`src/rtl/vga_pkg.sv`:
```
// Shared constants for the VRAM write path: command encodings, FSM codes, sizes,
// and the FIFO entry layout.
package vga_pkg;

    localparam int VRAM_ADDR_W = 13;
    localparam int FIFO_DEPTH  = 4;
    localparam int PTR_W       = $clog2(FIFO_DEPTH);
    localparam int CNT_W       = $clog2(FIFO_DEPTH + 1);

    localparam logic [1:0] CMD_CUR_LO = 2'b00;
    localparam logic [1:0] CMD_CUR_HI = 2'b01;
    localparam logic [1:0] CMD_WRITE  = 2'b10;
    localparam logic [1:0] CMD_NOP    = 2'b11;

    localparam logic [1:0] ST_IDLE   = 2'b00;
    localparam logic [1:0] ST_SETUP  = 2'b01;
    localparam logic [1:0] ST_STROBE = 2'b10;
    localparam logic [1:0] ST_HOLD   = 2'b11;

    typedef struct packed {
        logic [VRAM_ADDR_W-1:0] addr;
        logic [7:0]             data;
    } wr_entry_t;

    // Cursor advance; the natural 13-bit overflow gives the 8191 -> 0 wrap.
    function automatic logic [VRAM_ADDR_W-1:0] cursorInc(input logic [VRAM_ADDR_W-1:0] c);
        return c + 1'b1;
    endfunction

endpackage

```
`src/rtl/vram_writer_if.sv`:
```
// Host command bus: one-cycle strobe with command/operand, back-pressure via hostReady.
interface vram_writer_if;
    logic       hostStrobe;
    logic [1:0] hostCmd;
    logic [7:0] hostData;
    logic       hostReady;

    modport master (output hostStrobe, hostCmd, hostData, input hostReady);
    modport slave  (input hostStrobe, hostCmd, hostData, output hostReady);
endinterface

```
`src/rtl/vram_wr_fifo.sv`:
```
// Small write FIFO holding {address, data} until the VRAM bus is free.
// Pushes while full and pops while empty are ignored internally.
module vram_wr_fifo
    import vga_pkg::*;
(
    input  logic             clk,
    input  logic             nrst,
    input  logic             push,
    input  logic             pop,
    input  wr_entry_t        din,
    output wr_entry_t        head,
    output logic [CNT_W-1:0] count,
    output logic             full,
    output logic             empty
);

    localparam logic [CNT_W-1:0] CNT_ONE = 1;
    localparam logic [PTR_W-1:0] PTR_ONE = 1;

    wr_entry_t        mem [FIFO_DEPTH];
    logic [PTR_W-1:0] wrPtr, rdPtr;
    logic             doPush, doPop;

    // Full is judged on the registered count, so a same-cycle pop never frees a slot.
    assign full   = (count == CNT_W'(FIFO_DEPTH));
    assign empty  = (count == '0);
    assign doPush = push && !full;
    assign doPop  = pop && !empty;
    assign head   = mem[rdPtr];

    always_ff @(posedge clk) begin
        if (doPush) mem[wrPtr] <= din;
    end

    always_ff @(posedge clk) begin
        if (!nrst) begin
            wrPtr <= '0;
            rdPtr <= '0;
            count <= '0;
        end else begin
            if (doPush) wrPtr <= wrPtr + PTR_ONE;
            if (doPop)  rdPtr <= rdPtr + PTR_ONE;
            case ({doPush, doPop})
                2'b10:   count <= count + CNT_ONE;
                2'b01:   count <= count - CNT_ONE;
                default: count <= count;
            endcase
        end
    end

endmodule

```
`src/rtl/vram_writer.sv`:
```
// Host-to-VRAM write path: cursor register, write FIFO and bus sequencer that yields
// to the display readout. Define VRAM_WRITER_AUTOINC_EN to auto-advance the cursor on writes.
module vram_writer
    import vga_pkg::*;
(
    input  logic                   clk,
    input  logic                   nrst,
    vram_writer_if.slave           host,
    input  logic                   displayActive,
    output logic [VRAM_ADDR_W-1:0] vramAddr,
    output logic [7:0]             vramData,
    output logic                   vramWe,
    output logic                   overflow
);

    logic [VRAM_ADDR_W-1:0] cursor;
    logic [1:0]             state, nextState;
    logic                   isWrite, pop, full, empty;
    logic [CNT_W-1:0]       count;
    wr_entry_t              head, din;

    assign isWrite        = host.hostStrobe && (host.hostCmd == CMD_WRITE);
    assign pop            = (state == ST_HOLD);
    assign din.addr       = cursor;
    assign din.data       = host.hostData;
    assign host.hostReady = !full;

    vram_wr_fifo uFifo (
        .clk   (clk),
        .nrst  (nrst),
        .push  (isWrite),
        .pop   (pop),
        .din   (din),
        .head  (head),
        .count (count),
        .full  (full),
        .empty (empty)
    );

    always_ff @(posedge clk) begin
        if (!nrst) begin
            cursor <= '0;
        end else if (host.hostStrobe) begin
            case (host.hostCmd)
                CMD_CUR_LO: cursor[7:0]             <= host.hostData;
                CMD_CUR_HI: cursor[VRAM_ADDR_W-1:8] <= host.hostData[VRAM_ADDR_W-9:0];
`ifdef VRAM_WRITER_AUTOINC_EN
                CMD_WRITE:  if (!full) cursor <= cursorInc(cursor);
`endif
                default:    cursor <= cursor;
            endcase
        end
    end

    always_ff @(posedge clk) begin
        if (!nrst)                overflow <= 1'b0;
        else if (isWrite && full) overflow <= 1'b1;
    end

    always_comb begin
        nextState = state;
        case (state)
            ST_IDLE:   if (!empty && !displayActive) nextState = ST_SETUP;
            ST_SETUP:  nextState = displayActive ? ST_IDLE : ST_STROBE;
            ST_STROBE: nextState = ST_HOLD;
            ST_HOLD:   nextState = ST_IDLE;
            default:   nextState = ST_IDLE;
        endcase
    end

    always_ff @(posedge clk) begin
        if (!nrst) state <= ST_IDLE;
        else       state <= nextState;
    end

    // Bus outputs are registered: address/data launch out of SETUP, the write
    // pulse out of STROBE, so addr/data are stable a full cycle before and after vramWe.
    always_ff @(posedge clk) begin
        if (!nrst) begin
            vramAddr <= '0;
            vramData <= '0;
            vramWe   <= 1'b0;
        end else begin
            vramWe <= (state == ST_STROBE);
            if (state == ST_SETUP && !displayActive) begin
                vramAddr <= head.addr;
                vramData <= head.data;
            end
        end
    end

endmodule

```
`src/flat_wrapper.sv`:
```
// flat-port wrapper written by rule: the top's interface ports become plain ports
module vram_writer_flat import vga_pkg::*;
  (clk, nrst, displayActive, vramAddr, vramData, vramWe, overflow, host_hostStrobe, host_hostCmd, host_hostData, host_hostReady);
  vram_writer_if host_i ();
  input  logic clk;
  input  logic nrst;
  input  logic displayActive;
  output logic [VRAM_ADDR_W-1:0] vramAddr;
  output logic [7:0] vramData;
  output logic vramWe;
  output logic overflow;
  input wire logic [$bits(host_i.hostStrobe)-1:0] host_hostStrobe;
  input wire logic [$bits(host_i.hostCmd)-1:0] host_hostCmd;
  input wire logic [$bits(host_i.hostData)-1:0] host_hostData;
  output wire logic [$bits(host_i.hostReady)-1:0] host_hostReady;
  assign host_i.hostStrobe = host_hostStrobe;
  assign host_i.hostCmd = host_hostCmd;
  assign host_i.hostData = host_hostData;
  assign host_hostReady = host_i.hostReady;
  vram_writer u_core (.clk(clk), .nrst(nrst), .host(host_i), .displayActive(displayActive), .vramAddr(vramAddr), .vramData(vramData), .vramWe(vramWe), .overflow(overflow));
endmodule
```
`config.mk`:
```
export PLATFORM = sky130hd
export DESIGN_NAME = vram_writer_flat
export DESIGN_NICKNAME = d
export VERILOG_FILES = /design/src/rtl/vga_pkg.sv /design/src/rtl/vram_writer_if.sv /design/src/rtl/vram_wr_fifo.sv /design/src/rtl/vram_writer.sv /design/src/flat_wrapper.sv
export SDC_FILE = /design/constraint.sdc
export NUM_CORES = 1
export LEC_CHECK = 0
export ABC_AREA = 1
export CAP_MARGIN = 20
export CORE_MARGIN = 1.5
export CORE_UTILIZATION = 40
export DETAILED_ROUTE_END_ITERATION = 7
export GPL_TIMING_DRIVEN = 1
export PLACE_DENSITY_LB_ADDON = 0.3
export SYNTH_ARGS = -nofsm -noshare
export SYNTH_HDL_FRONTEND = slang
export SYNTH_SLANG_ARGS = --single-unit
```
`constraint.sdc`:
```
create_clock -name clk -period 1.95 [get_ports clk]
set_clock_uncertainty 0.05 [all_clocks]
set_input_delay 0.39 -clock clk [delete_from_list [all_inputs] [get_ports clk]]
set_output_delay 0.39 -clock clk [all_outputs]
set_load 0.02 [all_outputs]
```
# ---- After elaboration in Yosys (flattened, before gate mapping)
# Memory sizes are Yosys's and may differ from the RTL's. A register that Yosys moved wholly into a read port is not among the register bits.
# Cells that the tools add are included.
# W data, S select, Z words.
dict set report word_totals {
  ff_bits 24
  latch_bits 0
  ram_bits 84
  romBits 0
  inputBits 14
  output_inout_bits 24
  word_cells 44
  n_memories 1
}
# name words width read_ports rd_ports_with_merged_regs wr line
set mem_list {}
lappend mem_list {u_core.uFifo.mem 4 21 1 1 1 vram_wr_fifo.sv:20} ;# wr_entry_t mem [FIFO_DEPTH];
dict set report op_classes {
  n_addsub 4
  n_mul 0
  n_div 0
  n_lt_le_gt_ge 0
  eq_ne 9
  n_shift 0
  muxes 6
  n_bitwise 0
  reduce_logical 16
}
# operator n
set op_table {}
lappend op_table {{$eq A2 B2 Y1 const B} 4}
lappend op_table {{$pmux W2 S4} 1}
lappend op_table {{$eq A2 B1 Y1 const B} 3}
lappend op_table {{$logic_and A1 B1 Y1} 6}
lappend op_table {{$pmux W3 S2} 1}
lappend op_table {{$add A2 B1 Y2 const B} 2}
lappend op_table {{$logic_not A1 Y1} 4}
lappend op_table {{$logic_not A2 Y1} 2}
lappend op_table {{$mux W2} 2}
lappend op_table {{$reduce_and A2 Y1} 2}
lappend op_table {{$add A3 B1 Y3 const B} 1}
lappend op_table {{$eq A3 B3 Y1 const B} 1}
lappend op_table {{$logic_not A3 Y1} 1}
lappend op_table {{$sub A3 B1 Y3 const B} 1}
lappend op_table {{$mux W1} 2}
lappend op_table {{$ne A2 B1 Y1 const B} 1}
lappend op_table {{$reduce_bool A2 Y1} 1}

# ---- Depth between registers and ports, before layout
# Gate-level depths: netlist (run 1).
dict set report depth {
  depth_word 5
  depth_mapped 13
  depth_no_buf 13
}

# ---- By module
# From an unflattened synthesis (run 1), not the netlist that was laid out.
dict set report unflattened {
  cells_unflattened 507
  area_unflattened_um2 5260.0
}
# mod n_inst cells_per_inst area_each_um2 seq_area_each_um2
set by_module_without_submodules {}
lappend by_module_without_submodules {vram_wr_fifo 1 273 3648.5 2702.6}
lappend by_module_without_submodules {vram_writer 1 234 1611.5 760.7}

# ---- Worst setup path after synthesis (run 1)
# OpenSTA, ideal clock, no wires.
dict set report synth_path {
  path_type {input to register}
  start {in host_hostStrobe}
  end {mem u_core.uFifo.mem[0][0] (netlist bit), enable pin}
  setup_ps 399
  t_arrival_ps 1682
  required_ps 1501
  slack_ps -181
  cell_stages 4
  path_buffers 0
  path_cell_list {nand2_1 -> nor2_1 -> nand2_2 -> nor2_1}
}
dict set report synth_via {
  elab_chain_cells 4
}
# element line
set synth_lines {}
lappend synth_lines {{start, declared} flat_wrapper.sv:12} ;# input wire logic [$bits(host_i.hostStrobe)-1:0] host_hostStrobe;
lappend synth_lines {{$logic_and A1 B1 Y1} vram_writer.sv:22} ;# assign isWrite = host.hostStrobe && (host.hostCmd == CMD_WRITE);
lappend synth_lines {{$logic_and A1 B1 Y1} vram_wr_fifo.sv:27} ;# assign doPush = push && !full;
lappend synth_lines {{$mux W1} vram_wr_fifo.sv:32} ;# if (doPush) mem[wrPtr] <= din;
lappend synth_lines {{$mux W1 (implied by the code)} vram_wr_fifo.sv:32}
lappend synth_lines {{end, declared} vram_wr_fifo.sv:20}
# No other way between the ends.

# ---- Final worst setup path (run 1)
dict set report layout_path {
  start {reg u_core.vramAddr[5], read port of u_core.uFifo.mem}
  end {out vramAddr[5]}
}
# element line
set layout_rtl {}
lappend layout_rtl {{start, declared} vram_writer.sv:10} ;# output logic [VRAM_ADDR_W-1:0] vramAddr,
lappend layout_rtl {{end, declared} flat_wrapper.sv:8} ;# output logic [VRAM_ADDR_W-1:0] vramAddr;
# No word-level cell between the ends.

==> out/metrics.cfg, run 1 <==
[outcome]
outcome=finished clean

[sta]
period_share=0.9327
max_freq_mhz=549.8
tns_ns=0
fin_crit_ns=1.819
finalSetupViolations=0
relSlewSlack=0.6745
rsz0062_at_grt=no
worst_slew_pin_slew_ns=0.4876
layout_setup_ws_ns=0.1311
finalHoldViolCount=0
drv_slew=0

[synthesis]
ys_top_cells_by_count=inv_1 (150), nand2_1 (124), edfxtp_1 (84)
synth_top_area_frac=0.4593
synth_area_leaders=edfxtp_1 (46%), dfxtp_1 (16%), inv_1 (10%), nand2_1 (8.5%), nand3_1 (6.3%)
synth-seq-area-share=0.6234
async_reset_ff_frac=0
netlist_instances=584
ys_ff_latch=129
synth_top_area_cell=edfxtp_1
syn_avg_cell_area_um2=9.403
synth_cell_types=22
yosys_warnings=0
synth_most_common_cell=inv_1
synth_flop_cell=edfxtp_1
syn_nets=604
netlist_area_mm2=0.005492
synth_edf_count=84

[place]
io_buffers=37
dp_slack_ns=-0.2075
dp.cells=800
place_congestion=0.7585
dp_hpwl_um=6924

[route]
ant_nets=0
wl_per_cell_um=13.53
drc=0
via_count=3782
wl_um=11250
drt_iter0_markers=287
first_pass_iters=5
routed_via_density=4.546

[layout]
layout-drive-gt1-share=0.1204
final_nets=663
stdcell_count=832
syn2layout_area_growth_pct=24.56
nFillCells=1158
diodes=0

[global_route]
grt_max_degree=46
grt_util_met2=0.2686
gr-total-overflow=0
grtUsageTotal=0.1687
grt_pass1_wl_um=18410
use_met3=0.04151
grt_pass1_vias=3745
use_met1=0.2182
antenna_found_initial=0
gr-max-usage-layer=met2

[die]
ios=38
rows=42
die_y_um=120.2
dieArea_mm2=0.01444
start_util=0.4130
die_w_um=120.2
core_area_mm2=0.01330

[setup_path]
r2r_end=u_core.uFifo.count[2]$_SDFFE_PN0P_
critPathTopFamily=buffers and inverters
rrSetupSlack_ns=0.17
end_kind=output pin
path_class=reg -> out
startpoint_type=flip-flop
slowest_stage=clkdlybuf4s50_1
max_stage_delay_ns=0.63
cp_data_arrival_time_ns=1.38
path_cells=clkdlybuf4s50_1
reg2reg_depth=13
cp_max_fo=2
critical_path_buf_inv_count=1
timing.critical_path.required_ns=1.51

[clock_network]
numCtsBuffers=17
h-tree-depth=4
ctsHoldBuffers=0
clk_latency_ns=0.41
postCtsSetupBuffers=0
clock_sinks=129
cts_tree=built
clockBufferDepth=2
clk_pin_slew_worst_paths_ns=0.06
clockRootBuffer=clkbuf_16

[min_path]
hold_start=u_core.overflow$_SDFFE_PN0P_
whs_endpoint=u_core.overflow$_SDFFE_PN0P_
min_path_type=reg -> reg
min_path_cells=2

[power]
leakagePower_nw=2.986
ir_drop_v=0.0006224
power.density_mw_per_mm2=983.6

[flow_run]
drv_cap=0

-- cell families after synthesis --
logic type | share of synthesized area
and+or+nand+nor | 0.1743
buffers and inverters | 0.1374
DFF | 0.6234
AOI/OAI and AO/OA | 0.04990
adders and majority gates | 0.01504
-- per-stage QoR --
step                instance area [µm²]  power [mW]  hold WS [ns]    util
floorplan                          5492       3.185        0.4007       -
global placement                   6176       3.314        0.4048  0.4645
detailed placement                 6176       3.324        0.4305  0.4645
CTS                                6828       6.770        0.4442  0.5136
global route                       6840       6.929        0.4701  0.5145
finish                             6840       6.728        0.4294  0.5145
-- where the power goes --
group          leakage (nW)  switching [mW]  internal [mW]
sequential             1.13          0.0333           2.96
combinational          1.54           0.156          0.117
clock                 0.314            1.10           2.36
total                  2.99            1.29           5.44
-- metal layers --
| layer | vias to the layer above | part of all wire |
|---|---|---|
| met3 | 18 | 0.060 |
| met1 | 1736 | 0.45 |
| li1 | 1931 | - |
| met2 | 97 | 0.47 |
| met5 | - | 0 |
| met4 | 0 | 0.016 |
-- repair_timing --
action	CTS	global route
hold endpoints to repair	0	0
endpoints found under the setup margin	1	1
gates resized for setup	1	6
cloned	0	0
-- worst register-to-register path: cells and delay by family (launching register included) --
kind / cells / cell delay (ns)
adder cells (fa/ha/maj): 2 / 0.55
buffers and inverters: 4 / 0.30
AND/OR/NAND/NOR: 7 / 0.41
flip-flops: 1 / 0.38
-- cell usage in the layout (no fill, tap or decap), types with 17 or more instances in the layout --
cell type          n
a21oi_1           23
buf_4             18
clkbuf_16         17
clkdlybuf4s50_1   36
dfxtp_1           43
edfxtp_1          84
inv_1            150
nand2_1          121
nand3_1           69
nor2_1            23
-- flip-flops by register name, indices dropped and copies added (netlist names), named ones only --
name,flops
u_core.vramWe,1
u_core.uFifo.count,3
u_core.uFifo.mem,84
u_core.state,1
u_core.cursor,13
u_core.uFifo.rdPtr,2
u_core.overflow,1
u_core.vramData,8
u_core.uFifo.wrPtr,2
u_core.vramAddr,13
-- how the worst max path moves through the flow --
stage                                          to  slack, ns  cells past startpoint                       startpoint
6_report                              vramAddr[5]       0.13                      1  u_core.vramAddr[5]$_SDFFE_PN0P_
5_1_grt        u_core.uFifo.count[2]$_SDFFE_PN0P_     0.0008                     13                        flip-flop
4_1_cts        u_core.uFifo.count[2]$_SDFFE_PN0P_       0.08                     13                        flip-flop
3_5_place_dp   u_core.uFifo.count[1]$_SDFFE_PN0P_      -0.21                      8                  host_hostCmd[1]
3_3_place_gp   u_core.uFifo.count[2]$_SDFFE_PN0P_      -0.15                     12                  host_hostStrobe
2_1_floorplan    u_core.uFifo.mem[0][0]$_DFFE_PP_      -0.18                      4                  host_hostStrobe
-- cell type report --
cell class / count / area, µm² / share of cell area
inverter: 154 / 583.1 / 0.08524
timing repair buffer: 61 / 624.3 / 0.09127
clock inverter: 11 / 182.7 / 0.02671
tap: 176 / 220.2 / 0.03219
multi-input combinational: 280 / 1334 / 0.1950
sequential: 129 / 3426 / 0.5008
clock buffer: 21 / 470.5 / 0.06878
(Power assumes the default switching activity.)
==> run 2: changes to the inputs <==
PLACE_DENSITY_LB_ADDON = default   (was 0.3)
==> run 2 against run 1 <==
Combinational power is 2% lower. Sequential share of layout area increased by 0.44 points. Routed wire length fell by 1.2%. Core utilization fell by 0.47 points. Fmax grew 0.70%. First-iteration DRC count decreased by 2.1%. Non-clock buffer count fell by 2. Die area did not move. Critical path type unchanged. Largest power group unchanged.
==> out/metrics.cfg, run 2 (same netlist as run 1, synthesis figures left out) <==
[layout]
layout_commonest_cell=inv_1
final_cell_mix=inv_1 (150), nand2_1 (121), edfxtp_1 (84)
nFillCells=1228  ; +6.0%
top_regs=u_core.uFifo.mem: 84 flops, u_core.cursor: 13 flops, u_core.vramAddr: 13 flops
largest_register_ffs=84  ; unchanged
layout-drive-gt1-share=0.1177  ; -0.002690
syn2layout_area_growth_pct=23.42
stdcell_count=830  ; -0.24%
diodes=0  ; unchanged
final_util=0.5098  ; -0.004706
largest-register=u_core.uFifo.mem
final_nets=661  ; -0.30%

[clock_network]
clockRootBuffer=clkbuf_16
postCtsSetupBuffers=0  ; unchanged
clk_latency_ns=0.41  ; about the same
clockBufferDepth=2  ; unchanged
clock_sinks=129  ; unchanged
h-tree-depth=4  ; unchanged
cts_tree=built
clk_pin_slew_worst_paths_ns=0.05  ; about the same
numCtsBuffers=17  ; unchanged

[sta]
relSlewSlack=0.7019  ; +0.02747
fin_crit_ns=1.806  ; -0.01269 ns
holdWs_ns=0.4346  ; +0.005263 ns
layout_setup_ws_ns=0.1438  ; +0.01269 ns
drv_slew=0  ; unchanged
finalHoldViolCount=0  ; unchanged
worst_slew_pin_slew_ns=0.4465  ; -0.04115 ns
max_freq_mhz=553.7  ; +0.70%
finalSetupViolations=0  ; unchanged
tns_ns=0  ; unchanged
rsz0062_at_grt=no
period_share=0.9262  ; -0.006508

[global_route]
grtUsageTotal=0.1659  ; -0.002766
gr-total-overflow=0  ; unchanged
grt_max_degree=46  ; unchanged
antenna_found_initial=0  ; unchanged
grt_pass1_wl_um=17950  ; -2.5%
grt_pass1_vias=3604  ; -3.8%

[route]
routed_via_density=4.543  ; about the same
drt_iter0_markers=281  ; -2.1%
wl_per_cell_um=13.40  ; -0.92%
ant_nets=0  ; unchanged
via_count=3771  ; -0.29%
first_pass_iters=4  ; -1
wl_um=11120  ; -1.2%
drc=0  ; unchanged

[place]
dp_slack_ns=-0.2388  ; -0.03130 ns
dp.cells=798  ; -0.25%
place_congestion=0.7399  ; -2.5%
io_buffers=37  ; unchanged
dp_hpwl_um=6899  ; -0.36%

[setup_path]
max_stage_delay_ns=0.63  ; about the same
path_cells=clkdlybuf4s50_1
cp-startpoint=u_core.vramAddr[5]$_SDFFE_PN0P_
reg2reg_depth=13  ; unchanged
slowest_stage=clkdlybuf4s50_1
path_depth=1  ; unchanged
rrSetupSlack_ns=0.17  ; about the same
rr_startpoint=u_core.uFifo.count[2]$_SDFFE_PN0P_
critical_path_buf_inv_count=1  ; unchanged
endpoint=vramAddr[5]
cp_max_fo=2  ; unchanged
startpoint_type=flip-flop
path_class=reg -> out
timing.critical_path.required_ns=1.51  ; about the same
end_kind=output pin
critPathTopFamily=buffers and inverters
cp_data_arrival_time_ns=1.37  ; about the same
r2r_end=u_core.uFifo.count[2]$_SDFFE_PN0P_

[power]
power.density_mw_per_mm2=952.6  ; -3.2%
leakagePower_nw=2.953  ; -1.1%
ir_drop_v=0.0005562  ; -11%

[die]
die_w_um=120.2  ; unchanged
start_util=0.4130  ; unchanged
dieArea_mm2=0.01444  ; unchanged
core_area_mm2=0.01330  ; unchanged
ios=38  ; unchanged
rows=42  ; unchanged
die_y_um=120.2  ; unchanged

[min_path]
min_path_type=reg -> reg

[outcome]
outcome=finished clean

[flow_run]
drv_cap=0  ; unchanged

==> run 2: worst min path at each step <==
| stage | slack, ns | end | startpoint | cells after the start |
|---|---|---|---|---|
| 2_1_floorplan | 0.40 | u_core.cursor[10]$_SDFFE_PN0P_ | u_core.cursor[10]$_SDFFE_PN0P_ | 2 |
| 3_3_place_gp | 0.41 | u_core.overflow$_SDFFE_PN0P_ | u_core.overflow$_SDFFE_PN0P_ | 2 |
| 3_5_place_dp | 0.43 | u_core.overflow$_SDFFE_PN0P_ | u_core.overflow$_SDFFE_PN0P_ | 2 |
| 4_1_cts | 0.45 | u_core.overflow$_SDFFE_PN0P_ | u_core.overflow$_SDFFE_PN0P_ | 2 |
| 5_1_grt | 0.48 | u_core.cursor[11]$_SDFFE_PN0P_ | u_core.cursor[11]$_SDFFE_PN0P_ | 2 |
| 6_report | 0.43 | u_core.overflow$_SDFFE_PN0P_ | u_core.overflow$_SDFFE_PN0P_ | 2 |
==> run 2: area by class of cell <==
| cell class | instances | area [µm²] | area share |
|---|---|---|---|
| tap | 176 | 220.2 | 0.03249 |
| timing repair buffer | 59 | 609.3 | 0.08990 |
| clock buffer | 22 | 474.2 | 0.06996 |
| sequential | 129 | 3425 | 0.5053 |
| clock inverter | 10 | 132.6 | 0.01957 |
| inverter | 154 | 583.1 | 0.08603 |
| multi-input combinational | 280 | 1334 | 0.1968 |
==> run 2: repair_timing <==
item / in CTS / in global routing
endpoints found under the setup margin: 1 / 1
cloned: 0 / 0
gates resized for setup: 1 / 5
hold buffers: 0 / 0
hold endpoints to repair: 0 / 0
==> run 2: power breakdown <==
group / internal [mW] / switching, mW / total, mW
clock: 2.10 / 1.09 / 3.19
combinational: 0.113 / 0.154 / 0.267
sequential: 2.96 / 0.0333 / 3.00
total: 5.18 / 1.28 / 6.46
==> run 2: per-stage QoR <==
| step | power (mW) | instance area [µm²] |
|---|---|---|
| after floorplan | 3.185 | 5492 |
| after global placement | 3.311 | 6161 |
| after detailed placement | 3.319 | 6161 |
| after CTS | 6.519 | 6766 |
| after global routing | 6.670 | 6778 |
| final | 6.457 | 6778 |
==> run 2: worst min-delay path, cell delays in order, from the launching register on <==
cell and delay [ns]:
dfxtp_1 0.33, a21oi_1 0.05, nor2_1 0.07
==> run 2: metal layers <==
metal  vias up  wire [µm]  part of all wire  GRT usage
li1       1927          -                 -          -
met1      1722       5096              0.46     0.2085
met2       103       5178              0.47     0.2654
met3        19        593             0.053    0.04057
met4         0        255             0.023    0.08780
met5         -          0                 0          0
